<file path="config.mk">
export PLATFORM = sky130hd
export DESIGN_NAME = lm96570_cfg_seq_flat
export DESIGN_NICKNAME = d
export VERILOG_FILES = /design/src/rtl/lm96570_pkg.sv /design/src/rtl/lm96570_cfg_seq_if.sv /design/src/rtl/lm96570_cfg_table.sv /design/src/rtl/lm96570_cfg_seq.sv /design/src/flat_wrapper.sv
export SDC_FILE = /design/constraint.sdc
export NUM_CORES = 2
export LEC_CHECK = 0
export CAP_MARGIN = 20
export CORE_MARGIN = 5
export CORE_UTILIZATION = 58
export DETAILED_ROUTE_END_ITERATION = 8
export GPL_TIMING_DRIVEN = 0
export PLACE_DENSITY = 0.76
export SLEW_MARGIN = 20
export SYNTH_ARGS = -nofsm -noshare
export SYNTH_HDL_FRONTEND = slang
export SYNTH_SLANG_ARGS = --single-unit
</file>
<file path="constraint.sdc">
create_clock -name CLK -period 5.6 [get_ports CLK]
set_input_delay 1.12 -clock CLK [delete_from_list [all_inputs] [get_ports CLK]]
set_output_delay 1.12 -clock CLK [all_outputs]
set_load 0.02 [all_outputs]
</file>
<file path="src/rtl/lm96570_pkg.sv">
// lm96570_pkg
// Shared constants and types for the LM96570 configuration sequencer.
//   DATA_WIDTH / NBIT_WIDTH : SPI frame width and bit-count field width
//   DEPTH / ADDR_W          : table size and index width
//   ERR_*                   : ERR_CODE encodings
//   seq_state_t             : one-hot sequencer state encoding
//   tbl_entry_t             : one table entry (bit count + frame payload)
package lm96570_pkg;

  localparam int DATA_WIDTH = 70;
  localparam int NBIT_WIDTH = 8;
  localparam int DEPTH      = 16;
  localparam int ADDR_W     = 4;

  localparam logic [1:0] ERR_OK       = 2'b00;
  localparam logic [1:0] ERR_MISMATCH = 2'b01;
  localparam logic [1:0] ERR_TIMEOUT  = 2'b10;

  typedef enum logic [8:0] {
    S_IDLE    = 9'b000000001,
    S_LOAD    = 9'b000000010,
    S_ISSUE_W = 9'b000000100,
    S_WAIT_W  = 9'b000001000,
    S_ISSUE_R = 9'b000010000,
    S_WAIT_R  = 9'b000100000,
    S_CHECK   = 9'b001000000,
    S_NEXT    = 9'b010000000,
    S_FINISH  = 9'b100000000
  } seq_state_t;

  typedef struct packed {
    logic [NBIT_WIDTH-1:0] nbit;
    logic [DATA_WIDTH-1:0] data;
  } tbl_entry_t;

endpackage

</file>
<file path="src/rtl/lm96570_cfg_seq_if.sv">
// lm96570_cfg_seq_if
// Handshake between the configuration sequencer and the LM96570 SPI
// transceiver.
//   SPI_START   : one-cycle frame start (sequencer -> transceiver)
//   SPI_DATA    : frame payload, LSB shifted first (sequencer -> transceiver)
//   SPI_NBIT    : number of bits to shift (sequencer -> transceiver)
//   SPI_DONE    : transceiver done level (transceiver -> sequencer)
//   SPI_RD_DATA : right-justified read data (transceiver -> sequencer)
interface lm96570_cfg_seq_if;
  import lm96570_pkg::*;

  logic                  SPI_START;
  logic [DATA_WIDTH-1:0] SPI_DATA;
  logic [NBIT_WIDTH-1:0] SPI_NBIT;
  logic                  SPI_DONE;
  logic [DATA_WIDTH-1:0] SPI_RD_DATA;

  modport master (
    output SPI_START, SPI_DATA, SPI_NBIT,
    input  SPI_DONE, SPI_RD_DATA
  );

  modport slave (
    input  SPI_START, SPI_DATA, SPI_NBIT,
    output SPI_DONE, SPI_RD_DATA
  );

endinterface

</file>
<file path="src/rtl/lm96570_cfg_table.sv">
// lm96570_cfg_table
// DEPTH-entry frame table, one write port and one registered read port.
//   CLK   : clock
//   we    : write strobe
//   waddr : write index
//   wdata : entry written at waddr
//   raddr : read index (data appears one cycle later)
//   rdata : registered read data
// Contents are deliberately not reset so a loaded configuration survives
// a sequencer reset.
module lm96570_cfg_table
  import lm96570_pkg::*;
(
  input  logic              CLK,
  input  logic              we,
  input  logic [ADDR_W-1:0] waddr,
  input  tbl_entry_t        wdata,
  input  logic [ADDR_W-1:0] raddr,
  output tbl_entry_t        rdata
);

  tbl_entry_t mem [DEPTH];

  always_ff @(posedge CLK) begin
    if (we) mem[waddr] <= wdata;
    rdata <= mem[raddr];
  end

endmodule

</file>
<file path="src/rtl/lm96570_cfg_seq.sv">
// lm96570_cfg_seq
// Replays a table of SPI frames into the LM96570 transceiver on GO, with
// optional readback compare of every entry.
//   CLK, RESET  : clock, asynchronous active-high reset
//   TBL_*       : table write port (accepted in every state)
//   GO          : start request, sampled in IDLE
//   VERIFY_EN   : read back and compare each entry (sampled at GO)
//   NUM_ENTRIES : entries to send, clamped to DEPTH (sampled at GO)
//   BUSY, DONE  : sequence in progress / one-cycle end pulse
//   ERR_CODE    : 00 ok, 01 readback mismatch, 10 timeout; sticky until GO
//   ERR_IDX     : entry index of the error
//   spi         : transceiver handshake (master side)
module lm96570_cfg_seq
  import lm96570_pkg::*;
#(
  parameter int RW_BIT      = 0,
  parameter int HDR_BITS    = 6,
  parameter int TIMEOUT_CYC = 1024
) (
  input  logic                  CLK,
  input  logic                  RESET,
  input  logic                  TBL_WE,
  input  logic [ADDR_W-1:0]     TBL_ADDR,
  input  logic [DATA_WIDTH-1:0] TBL_DATA,
  input  logic [NBIT_WIDTH-1:0] TBL_NBIT,
  input  logic                  GO,
  input  logic                  VERIFY_EN,
  input  logic [ADDR_W:0]       NUM_ENTRIES,
  output logic                  BUSY,
  output logic                  DONE,
  output logic [1:0]            ERR_CODE,
  output logic [ADDR_W-1:0]     ERR_IDX,
  lm96570_cfg_seq_if.master     spi
);

  localparam int TMR_W = $clog2(TIMEOUT_CYC) + 1;
  localparam logic [TMR_W-1:0] TMO_LIMIT   = TMR_W'(TIMEOUT_CYC);
  localparam logic [ADDR_W:0]  MAX_ENTRIES = DEPTH[ADDR_W:0];

  seq_state_t            state;
  logic [ADDR_W-1:0]     index;
  logic [ADDR_W-1:0]     rd_addr;
  logic [ADDR_W:0]       num_q;
  logic                  verify_q;
  logic [TMR_W-1:0]      timer;
  logic                  done_q;
  logic                  done_evt;
  logic [DATA_WIDTH-1:0] exp_data;
  logic [DATA_WIDTH-1:0] cmp_mask;
  tbl_entry_t            wr_entry;
  tbl_entry_t            rd_entry;

  assign wr_entry = '{nbit: TBL_NBIT, data: TBL_DATA};

  lm96570_cfg_table u_table (
    .CLK   (CLK),
    .we    (TBL_WE),
    .waddr (TBL_ADDR),
    .wdata (wr_entry),
    .raddr (rd_addr),
    .rdata (rd_entry)
  );

  // The table read is registered, so the address runs one step ahead of
  // index: it already points at the next entry while in IDLE/NEXT, which
  // makes the entry valid during LOAD.
  always_comb begin
    rd_addr = index;
    if (state == S_IDLE)      rd_addr = '0;
    else if (state == S_NEXT) rd_addr = index + 1'b1;
  end

  // Transceiver DONE is a level that only drops a couple of cycles after
  // START, so only its rising edge marks the end of a frame.
  assign done_evt = spi.SPI_DONE & ~done_q;

  // Readback compare covers bits [NBIT-1:HDR_BITS]; the low header bits
  // carry address/status and never match the written frame.
  always_comb begin
    cmp_mask = '0;
    for (int i = 0; i < DATA_WIDTH; i++)
      cmp_mask[i] = (i < 32'(spi.SPI_NBIT)) && (i >= HDR_BITS);
  end

  // Sequencer FSM. All outputs are registered: a value set on a transition
  // is visible for the whole of the destination state (START during the
  // ISSUE states, DONE during FINISH). exp_data keeps a private copy of the
  // in-flight frame so table writes cannot disturb the compare.
  always_ff @(posedge CLK or posedge RESET) begin
    if (RESET) begin
      state         <= S_IDLE;
      index         <= '0;
      num_q         <= '0;
      verify_q      <= 1'b0;
      timer         <= '0;
      done_q        <= 1'b0;
      exp_data      <= '0;
      BUSY          <= 1'b0;
      DONE          <= 1'b0;
      ERR_CODE      <= ERR_OK;
      ERR_IDX       <= '0;
      spi.SPI_START <= 1'b0;
      spi.SPI_DATA  <= '0;
      spi.SPI_NBIT  <= '0;
    end else begin
      done_q        <= spi.SPI_DONE;
      DONE          <= 1'b0;
      spi.SPI_START <= 1'b0;
      case (state)
        S_IDLE: begin
          if (GO) begin
            verify_q <= VERIFY_EN;
            num_q    <= (NUM_ENTRIES > MAX_ENTRIES) ? MAX_ENTRIES : NUM_ENTRIES;
            ERR_CODE <= ERR_OK;
            ERR_IDX  <= '0;
            index    <= '0;
            if (NUM_ENTRIES == '0) begin
              DONE  <= 1'b1;
              state <= S_FINISH;
            end else begin
              BUSY  <= 1'b1;
              state <= S_LOAD;
            end
          end
        end
        S_LOAD: begin
          spi.SPI_DATA  <= rd_entry.data;
          spi.SPI_NBIT  <= rd_entry.nbit;
          exp_data      <= rd_entry.data;
          spi.SPI_START <= 1'b1;
          state         <= S_ISSUE_W;
        end
        S_ISSUE_W, S_ISSUE_R: begin
          timer <= '0;
          state <= (state == S_ISSUE_W) ? S_WAIT_W : S_WAIT_R;
        end
        S_WAIT_W, S_WAIT_R: begin
          if (done_evt) begin
            if (state == S_WAIT_R) begin
              state <= S_CHECK;
            end else if (verify_q) begin
              spi.SPI_DATA[RW_BIT] <= 1'b1;
              spi.SPI_START        <= 1'b1;
              state                <= S_ISSUE_R;
            end else begin
              state <= S_NEXT;
            end
          end else if (timer >= TMO_LIMIT) begin
            ERR_CODE <= ERR_TIMEOUT;
            ERR_IDX  <= index;
            BUSY     <= 1'b0;
            DONE     <= 1'b1;
            state    <= S_FINISH;
          end else begin
            timer <= timer + 1'b1;
          end
        end
        S_CHECK: begin
          if (((spi.SPI_RD_DATA ^ exp_data) & cmp_mask) != '0) begin
            ERR_CODE <= ERR_MISMATCH;
            ERR_IDX  <= index;
            BUSY     <= 1'b0;
            DONE     <= 1'b1;
            state    <= S_FINISH;
          end else begin
            state <= S_NEXT;
          end
        end
        S_NEXT: begin
          index <= index + 1'b1;
          if (({1'b0, index} + 1'b1) == num_q) begin
            BUSY  <= 1'b0;
            DONE  <= 1'b1;
            state <= S_FINISH;
          end else begin
            state <= S_LOAD;
          end
        end
        S_FINISH: begin
          BUSY  <= 1'b0;
          state <= S_IDLE;
        end
        default: state <= S_IDLE;
      endcase
    end
  end

endmodule

</file>
<file path="src/flat_wrapper.sv">
// flat-port wrapper written by rule: the top's interface ports become plain ports
module lm96570_cfg_seq_flat import lm96570_pkg::*;
#(
  parameter int RW_BIT      = 0,
  parameter int HDR_BITS    = 6,
  parameter int TIMEOUT_CYC = 1024
)
  (CLK, RESET, TBL_WE, TBL_ADDR, TBL_DATA, TBL_NBIT, GO, VERIFY_EN, NUM_ENTRIES, BUSY, DONE, ERR_CODE, ERR_IDX, spi_SPI_START, spi_SPI_DATA, spi_SPI_NBIT, spi_SPI_DONE, spi_SPI_RD_DATA);
  lm96570_cfg_seq_if spi_i ();
  input  logic CLK;
  input  logic RESET;
  input  logic TBL_WE;
  input  logic [ADDR_W-1:0] TBL_ADDR;
  input  logic [DATA_WIDTH-1:0] TBL_DATA;
  input  logic [NBIT_WIDTH-1:0] TBL_NBIT;
  input  logic GO;
  input  logic VERIFY_EN;
  input  logic [ADDR_W:0] NUM_ENTRIES;
  output logic BUSY;
  output logic DONE;
  output logic [1:0] ERR_CODE;
  output logic [ADDR_W-1:0] ERR_IDX;
  output wire logic [$bits(spi_i.SPI_START)-1:0] spi_SPI_START;
  output wire logic [$bits(spi_i.SPI_DATA)-1:0] spi_SPI_DATA;
  output wire logic [$bits(spi_i.SPI_NBIT)-1:0] spi_SPI_NBIT;
  input wire logic [$bits(spi_i.SPI_DONE)-1:0] spi_SPI_DONE;
  input wire logic [$bits(spi_i.SPI_RD_DATA)-1:0] spi_SPI_RD_DATA;
  assign spi_SPI_START = spi_i.SPI_START;
  assign spi_SPI_DATA = spi_i.SPI_DATA;
  assign spi_SPI_NBIT = spi_i.SPI_NBIT;
  assign spi_i.SPI_DONE = spi_SPI_DONE;
  assign spi_i.SPI_RD_DATA = spi_SPI_RD_DATA;
  lm96570_cfg_seq #(.RW_BIT(RW_BIT), .HDR_BITS(HDR_BITS), .TIMEOUT_CYC(TIMEOUT_CYC)) u_core (.CLK(CLK), .RESET(RESET), .TBL_WE(TBL_WE), .TBL_ADDR(TBL_ADDR), .TBL_DATA(TBL_DATA), .TBL_NBIT(TBL_NBIT), .GO(GO), .VERIFY_EN(VERIFY_EN), .NUM_ENTRIES(NUM_ENTRIES), .BUSY(BUSY), .DONE(DONE), .ERR_CODE(ERR_CODE), .ERR_IDX(ERR_IDX), .spi(spi_i));
endmodule
</file>
# Word-level counts from Yosys, hierarchy flattened
# Memories as Yosys holds them, arrays and structs flattened. A register that Yosys moved wholly into a read port is not among the register bits.
# Cells that the tools add are included.
# word_totals
ram_bits	1248
out_inout_bits	87
input_bits	163
elab_cells	177
register_bits	188
n_memories	1
# mem_list
memory	depth	word_bits	read_ports	rd_clocked_by_memory_dff	wr	line	source
u_core.u_table.mem	16	78	1	1	1	lm96570_cfg_table.sv:22	tbl_entry_t mem [DEPTH];
# op_classes
reduce_logical	16
muxes	51
add_sub_neg	3
order_cmp	66
n_eq_ne	21
n_bitwise	4
# ops
operator	count
less-than comparator 6 x 8 -> 1 bit, first input constant	32
less-than comparator 5 x 8 -> 1 bit, first input constant	16
AND 70 bit	1
nonzero test 70 bit	1
XOR 70 bit	1
less-than comparator 4 x 8 -> 1 bit, first input constant	8
two-way mux 9 bit	7
case mux 9 bit (6 select lines)	1
less-than comparator 7 x 8 -> 1 bit, first input constant	6
two-way mux 4 bit	6
two-way mux 11 bit	2
case mux 11 bit (2 select lines)	1
two-way mux 1 bit	20
less-than comparator 3 x 8 -> 1 bit, first input constant	2
inequality test 2 bit, second input constant	6
case mux 4 bit (3 select lines)	1
adder 11 x 1 -> 11 bit, second input constant	1
greater-or-equal comparator 11 bit, second input constant	1
equality test 9 x 1 -> 1 bit, second input constant	1
equality test 9 x 2 -> 1 bit, second input constant	1
equality test 9 x 3 -> 1 bit, second input constant	1
equality test 9 x 4 -> 1 bit, second input constant	1
equality test 9 x 5 -> 1 bit, second input constant	1
equality test 9 x 6 -> 1 bit, second input constant	1
other kinds (30)	42

# Longest topological paths before layout
# logic_depth
ltp_word	5
depth_mapped	13
depth_no_buf	10

# By module
# Synthesis repeated with hierarchy kept, for this count alone.
# hier_totals
hier_cells	2596
area_unflattened_um2	54663.7
# by_module_without_submodules
mod	n_inst	area_per_inst_um2	seq_area_each_um2	cells_per_inst
lm96570_cfg_table	1	48285.1	39037.4	2004
lm96570_cfg_seq	1	6378.6	2954.1	592

# Least setup slack after synthesis
# No wires, ideal clock.
# synth_timing
path_kind	input to register
start	in TBL_ADDR[2]
end	mem u_core.u_table.mem[0][0] (netlist bit) (enable)
path_buffers	0
stages	2
path_slack_ns	-1.933
setup_ns	0.611
t_arrival_ns	6.922
required_ns	4.989
cell_sequence	or3b_2 > nor3_1
# synth_rtl
element	line	source
start: declaration	flat_wrapper.sv:13	input logic [ADDR_W-1:0] TBL_ADDR;
end: declaration	lm96570_cfg_table.sv:22	
# No word-level cell before the write port.

# Worst setup path in the final report
# layout_timing
start	reg u_core.state[3]
end	reg, netlist name u_core.u_table.rdata[10]
# layout_between
elab_chain_len	3
word_cells_on_any_way	4
classes_between	eq/ne (2); mux (2)
# layout_rtl
element	line	source
start: declaration	lm96570_cfg_seq.sv:40	seq_state_t state;
start signal: assignment	lm96570_cfg_seq.sv:135	state <= (state == S_ISSUE_W) ? S_WAIT_W : S_WAIT_R;
equality test 9 x 8 -> 1 bit	lm96570_cfg_seq.sv:70	else if (state == S_NEXT) rd_addr = index + 1'b1;
two-way mux 4 bit	lm96570_cfg_seq.sv:70	
two-way mux 4 bit *	lm96570_cfg_seq.sv:69	if (state == S_IDLE) rd_addr = '0;
# Mark *: on every way between the ends. The rest lies on a longest branch, timed or not.
# A chain may end at the register's enable or synchronous reset.

==> impl_metrics.csv <==
group,metric,value,unit
placement,numPortBuffers,243,
pwr,combPwrFrac,12.6,%
clocking,cts-root-buf,"clkbuf_16",
yosys,yosysTopAreaCellShare,66.0,%
routing,drt_iter0_drc,5699,
cells_and_area,final_cell_mix,"1364 x nand2_1, 1248 x edfxtp_1, 488 x nand3_1",
global_routing,grt_overflow_total,0,
pwr,cell_internal_pwr,18.8,mW
clocking,cts_made_buffers,143,
clocking,htree_levels,4,
clocking,clk_latency,750,ps
placement,place_worst_setup_slack,1050,ps
yosys,synth.distinct_cells,71,
yosys,yosysSeqAreaShare,74.0,%
pwr,clkPwrFrac,37.5,%
placement,dp_hpwl,114,mm
yosys,synth_edf_count,1248,
clocking,cts_tree,"yes",
sta,fmax,212,MHz
placement,finalWeightedCongestion,0.928,
pwr,p_switching,6.52,mW
floorplan,die_area,0.104,mm^2
sta,setup_viol_count_final,0,
global_routing,grt_max_degree,80,
setup_path,worst_setup_path_start_kind,"register",
sta,skew,33.9,ps
yosys,synthTopCellsByArea,"edfxtp_1 66%, nand2_1 9.0%, dfrtp_1 5.2%, nand3_1 4.3%, dfxtp_1 2.8%",
yosys,synthCells,4363,
sta,setup_ws,875,ps
global_routing,grt_pass1_vias,37700,
run,maxCapViolCount,0,
floorplan,die_h,323,um
clocking,cts.clk_slew.worst_paths,70,ps
clocking,postCtsSetupBuffers,0,
yosys,synthAdderAreaFrac,0.106,%
setup_path,cp-end-kind,"register",
routing,via_count,38900,
setup_path,rr_endpoint,"u_core.u_table.rdata[10]$_DFF_P_",
pwr,power.share.sequential,49.9,%
cells_and_area,syn_to_final_growth,17.9,%
min_path,worstHoldStart,"u_core.u_table.rdata[1]$_DFF_P_",
cells_and_area,nets,4986,
clocking,cts_sinks,1444,
routing,drc,0,
sta,rsz0062_at_grt,"false",
sta,hold_viol_final,0,
clocking,cts_hold_buf,0,
yosys,netlist_area,0.0568,mm^2
cells_and_area,final_common_cell,"nand2_1",
routing,routed_wl,167,mm
clocking,cts_resized,0,
yosys,synth-simple-area-share,16.2,%
setup_path,worst_ep_arrival_time,5260,ps
yosys,yosysWarnings,0,
floorplan,initial_utilization,58.6,%
yosys,synth_flop_cell,"edfxtp_1",
setup_path,r2r_slack,870,ps
yosys,muxShareOfSynthArea,1.44,%
sta,drv_slew,0,
cells_and_area,utilization,69.1,%
setup_path,path_class,"reg -> reg",
routing,antenna_left,0,
yosys,synthXorXnorAreaFrac,1.20,%
yosys,synth_top_area_cell,"edfxtp_1",
setup_path,path_max_fanout,10,
sta,fin_crit_sh,84.4,%
floorplan,rows,114,
yosys,syn_nets,4530,
min_path,whs_endpoint,"u_core.exp_data[1]$_DFFE_PP0P_",
min_path,holdPathStages,2,
yosys,syn_avg_cell_area,13.0,um^2
floorplan,die_x,323,um
yosys,ys_seq_elements,1444,
floorplan,io_pins,250,
clocking,cts_buffer_depth,3,
pwr,powerDensity,379,mW/mm^2
setup_path,reg2reg_from,"u_core.state[3]$_DFFE_PP0P_",
yosys,synth_top_family_by_area,"simple AND/OR/NAND/NOR gates",
routing,routedWlPerCell,26.9,um
global_routing,globalRouteTotalUtil,31.6,%
yosys,async_flop_share,8.17,%
pwr,vdd_drop_max,0.000369,V
cells_and_area,fillers,6299,
cells_and_area,drive_gt1_share,10.9,%
min_path,hold_class,"reg -> reg",
status,run_status,"finished clean",
pwr,p_leak,23.6,nW
sta,worst_pin_slew,1200,ps
routing,via_per_inst,6.26,
setup_path,crit_required,6140,ps
sta,relSlewSlack,19.1,%
setup_path,worstRegToRegCells,12,
floorplan,coreArea,0.0969,mm^2
sta,min_period,4730,ps
yosys,synth_compound_area_share,4.72,%
routing,first_pass_iters,8,
pwr,switching_share,25.7,%
pwr,power,25.3,mW
global_routing,antenna_found_initial,8,
global_routing,grt_pass1_wl,241,mm
==> layout make-up <==
cell class                 count  area [um^2]  share of cell area (%)
clock buffer                 195         4020                    6.01
buffer                       259         1280                    1.91
multi-input combinational   2648        13600                    20.3
antenna                        4         10.0                  0.0150
tap                         1276         1600                    2.39
inverter                      12         55.1                  0.0823
sequential                  1444        42000                    62.8
timing repair buffer         311         3730                    5.58
clock inverter                65          629                   0.941
==> cells by family (layout without fill, tap and decap cells) <==
kind of cell,after synthesis,after routing
DFF,1444,1444
other,0,4
xor gates and xnor gates,78,78
and+or+nand+nor,2055,2055
muxes,81,81
adders and majority gates,5,5
buffers and inverters,271,842
AOI/OAI and AO/OA,429,429
==> cells in the mapped netlist (7+ instances only) <==
cell type     n
nand2_1    1364
edfxtp_1   1248
nand3_1     488
a21oi_1     282
buf_2       119
dfrtp_1     117
clkbuf_1    106
dfxtp_1      78
mux2i_1      77
a32o_1       75
xnor2_1      65
nor4_2       62
nor2_1       43
nor4_1       26
o21ai_0      23
buf_6        15
nor3_1       14
xor2_1       13
inv_1        11
buf_4        10
buf_1         9
nand2b_1      9
a22o_1        7
nand4_1       7
==> worst max path at each step <==
stage | startpoint | to | cells past startpoint
after floorplan | TBL_ADDR[2] | u_core.u_table.mem[1][0]$_DFFE_PP_ | 2
final | u_core.state[3]$_DFFE_PP0P_ | u_core.u_table.rdata[10]$_DFF_P_ | 12
after detailed placement | spi_SPI_RD_DATA[50] | u_core.ERR_IDX[0]$_DFFE_PP0P_ | 9
after global placement | TBL_ADDR[1] | u_core.u_table.mem[9][60]$_DFFE_PP_ | 3
after global routing | u_core.state[3]$_DFFE_PP0P_ | u_core.u_table.rdata[10]$_DFF_P_ | 12
after CTS | u_core.state[3]$_DFFE_PP0P_ | u_core.u_table.rdata[10]$_DFF_P_ | 12
==> per-stage QoR <==
stage          cells  TNS [ps]  hold WS [ps]  cell area [um^2]
2_1_floorplan   4363         0           398             56800
3_3_place_gp    5882  -3817520           407             60800
3_5_place_dp    5950         0           407             62200
4_1_cts         6210         0           415             66900
5_1_grt         6210         0           424             66900
6_report        6214         0           411             66900
==> registers in the layout, summed over array words and instances (netlist names), 2 cells and up <==
register,cells
u_core.u_table.mem,1248
u_core.u_table.rdata,78
u_core.exp_data,69
u_core.timer,11
u_core.state,9
u_core.spi.SPI_NBIT,8
u_core.num_q,5
u_core.ERR_IDX,4
u_core.index,4
u_core.ERR_CODE,2
==> layer usage <==
layer | routed length [um] | track usage, %
met4 | 7780 | 13.2
met2 | 74600 | 47.8
met3 | 24600 | 10.7
met5 | 27 | 0
met1 | 60400 | 42.7
==> worst max-delay path, cell delays in order (launching register included) <==
cell	delay (ps)
dfrtp_1	370
buf_2	180
nor4_4	330
nand3_2	210
inv_4	150
ha_1	260
nor2_1	670
buf_2	510
clkbuf_1	520
nand2_1	110
nand3_1	100
a21oi_1	70
nor4_1	1030
==> power groups by stage <==
stage	clock network [mW]	registers, mW	logic [mW]
finish	9.50	12.6	3.20
global route	9.98	12.7	3.35
CTS	9.50	12.6	3.11
detailed placement	0	12.8	3.08
global placement	0	12.8	2.98
floorplan	0	13.0	1.18
(Power assumes the default switching activity.)
==> variant: new RTL, same settings <==
`TIMEOUT_CYC` is set to 1024 in 2 places; all go to 2048.
--- a/src/rtl/lm96570_cfg_seq.sv
+++ b/src/rtl/lm96570_cfg_seq.sv
@@ -16,5 +16,5 @@
   parameter int RW_BIT      = 0,
   parameter int HDR_BITS    = 6,
-  parameter int TIMEOUT_CYC = 1024
+  parameter int TIMEOUT_CYC = 2048
 ) (
   input  logic                  CLK,
--- a/src/flat_wrapper.sv
+++ b/src/flat_wrapper.sv
@@ -4,5 +4,5 @@
   parameter int RW_BIT      = 0,
   parameter int HDR_BITS    = 6,
-  parameter int TIMEOUT_CYC = 1024
+  parameter int TIMEOUT_CYC = 2048
 )
   (CLK, RESET, TBL_WE, TBL_ADDR, TBL_DATA, TBL_NBIT, GO, VERIFY_EN, NUM_ENTRIES, BUSY, DONE, ERR_CODE, ERR_IDX, spi_SPI_START, spi_SPI_DATA, spi_SPI_NBIT, spi_SPI_DONE, spi_SPI_RD_DATA);
Formal check against the unedited RTL: same outputs for any inputs over 4 cycles, from zero or initial values and one cycle with RESET high; that may be too few to reach the edited logic, so the function may still have changed.
==> variant against the unedited design <==
- worst hold slack better by 2.3 ps
- non-clock buffer count is 9 lower
- sequential cell count is 1 higher
- synthesized area hardly changed
- routed wire length is 2.6% lower
- total power hardly changed
- worst setup slack worse by 710 ps
- critical endpoint is now u_core.u_table.rdata[64]$_DFF_P_
- cell area is 0.26% higher
==> variant: results <==
grt:
  grt_first_pass_wirelength_microns: 237000
  grt_antenna_before_repair: 16
  grt_use_met1_pct: 41.5
  grt_max_degree: 79
  grt.met2_usage_pct: 46.7
  grtUsageTotal_pct: 30.8
  grt_pass1_vias: 37200
drt:
  wl_met1_microns: 60400
  dr.first_iter.drc_count: 5999
  wl_met2_microns: 73200
  route.met3.wl_microns: 23200
  detail_route.first_pass.iterations: 9
  wl_microns: 163000
  avgViaCountPerCell: 6.27
  vias: 38600
synth:
  synthMuxAreaShare_pct: 2.88
  synth_xor_area_share_pct: 1.20
  synth_area_leaders: "edfxtp_1, nand2_1, dfrtp_1"
  syn-num-nets: 4461
  synth_compound_area_share_pct: 4.10
  synthArstFlopShare_pct: 8.24
  yosysSeqAreaShare_pct: 74.0
  syn-instance-count: 4294
setup_path:
  worst_path_max_delay_cell: "nand2_1"
  rrSetupSlack_ps: 160
  cp_slowest_stage_delay_ps: 850
  cp.arrival_ps: 6110
  reg2reg_from: "u_core.state[5]$_DFFE_PP0P_"
layout:
  fin_nets: 4924
  drive_above_1_share_pct: 10.4
min_path:
  hold_path_end: "u_core.exp_data[18]$_DFFE_PP0P_"
  hp-start: "u_core.u_table.rdata[18]$_DFF_P_"
placed_design:
  place_hpwl_microns: 109000
  place_inst: 5887
  place_ws_ps: 355
run_status:
  status: "complete, no violations"
sta:
  holdWs_ps: 413
  relSlewSlack_pct: 13.8
  fmax_mhz: 184
  fin_skew_ps: 35.0
pwr:
  power.leakage_nw: 24.0
## variant: cell types whose count changed in the layout (fill, tap and decap cells not counted), moves of 43 or more
cell,delta
xor2_1,+43
a221oi_2,+49
mux2i_1,+84
o22ai_1,+78
nand3_1,+71
a21oi_1,-264
xnor2_1,-44
a32o_1,-75
nor4_2,-62
## variant: layout make-up
| type | count | area (sq um) |
|---|---|---|
| Clock buffer | 211 | 4140 |
| Tap cell | 1276 | 1600 |
| Buffer | 243 | 1260 |
| Fill cell | 6234 | 29800 |
| Multi-Input combinational cell | 2590 | 13600 |
| Timing Repair Buffer | 318 | 3940 |
| Clock inverter | 51 | 438 |
| Sequential cell | 1445 | 42000 |
| Antenna cell | 8 | 20.0 |
| Inverter | 16 | 67.6 |
## variant: power breakdown
part | switching (mW) | internal [mW]
Clock | 4.02 | 5.41
Sequential | 0.506 | 12.2
Combinational | 2.12 | 1.08
Total | 6.65 | 18.7
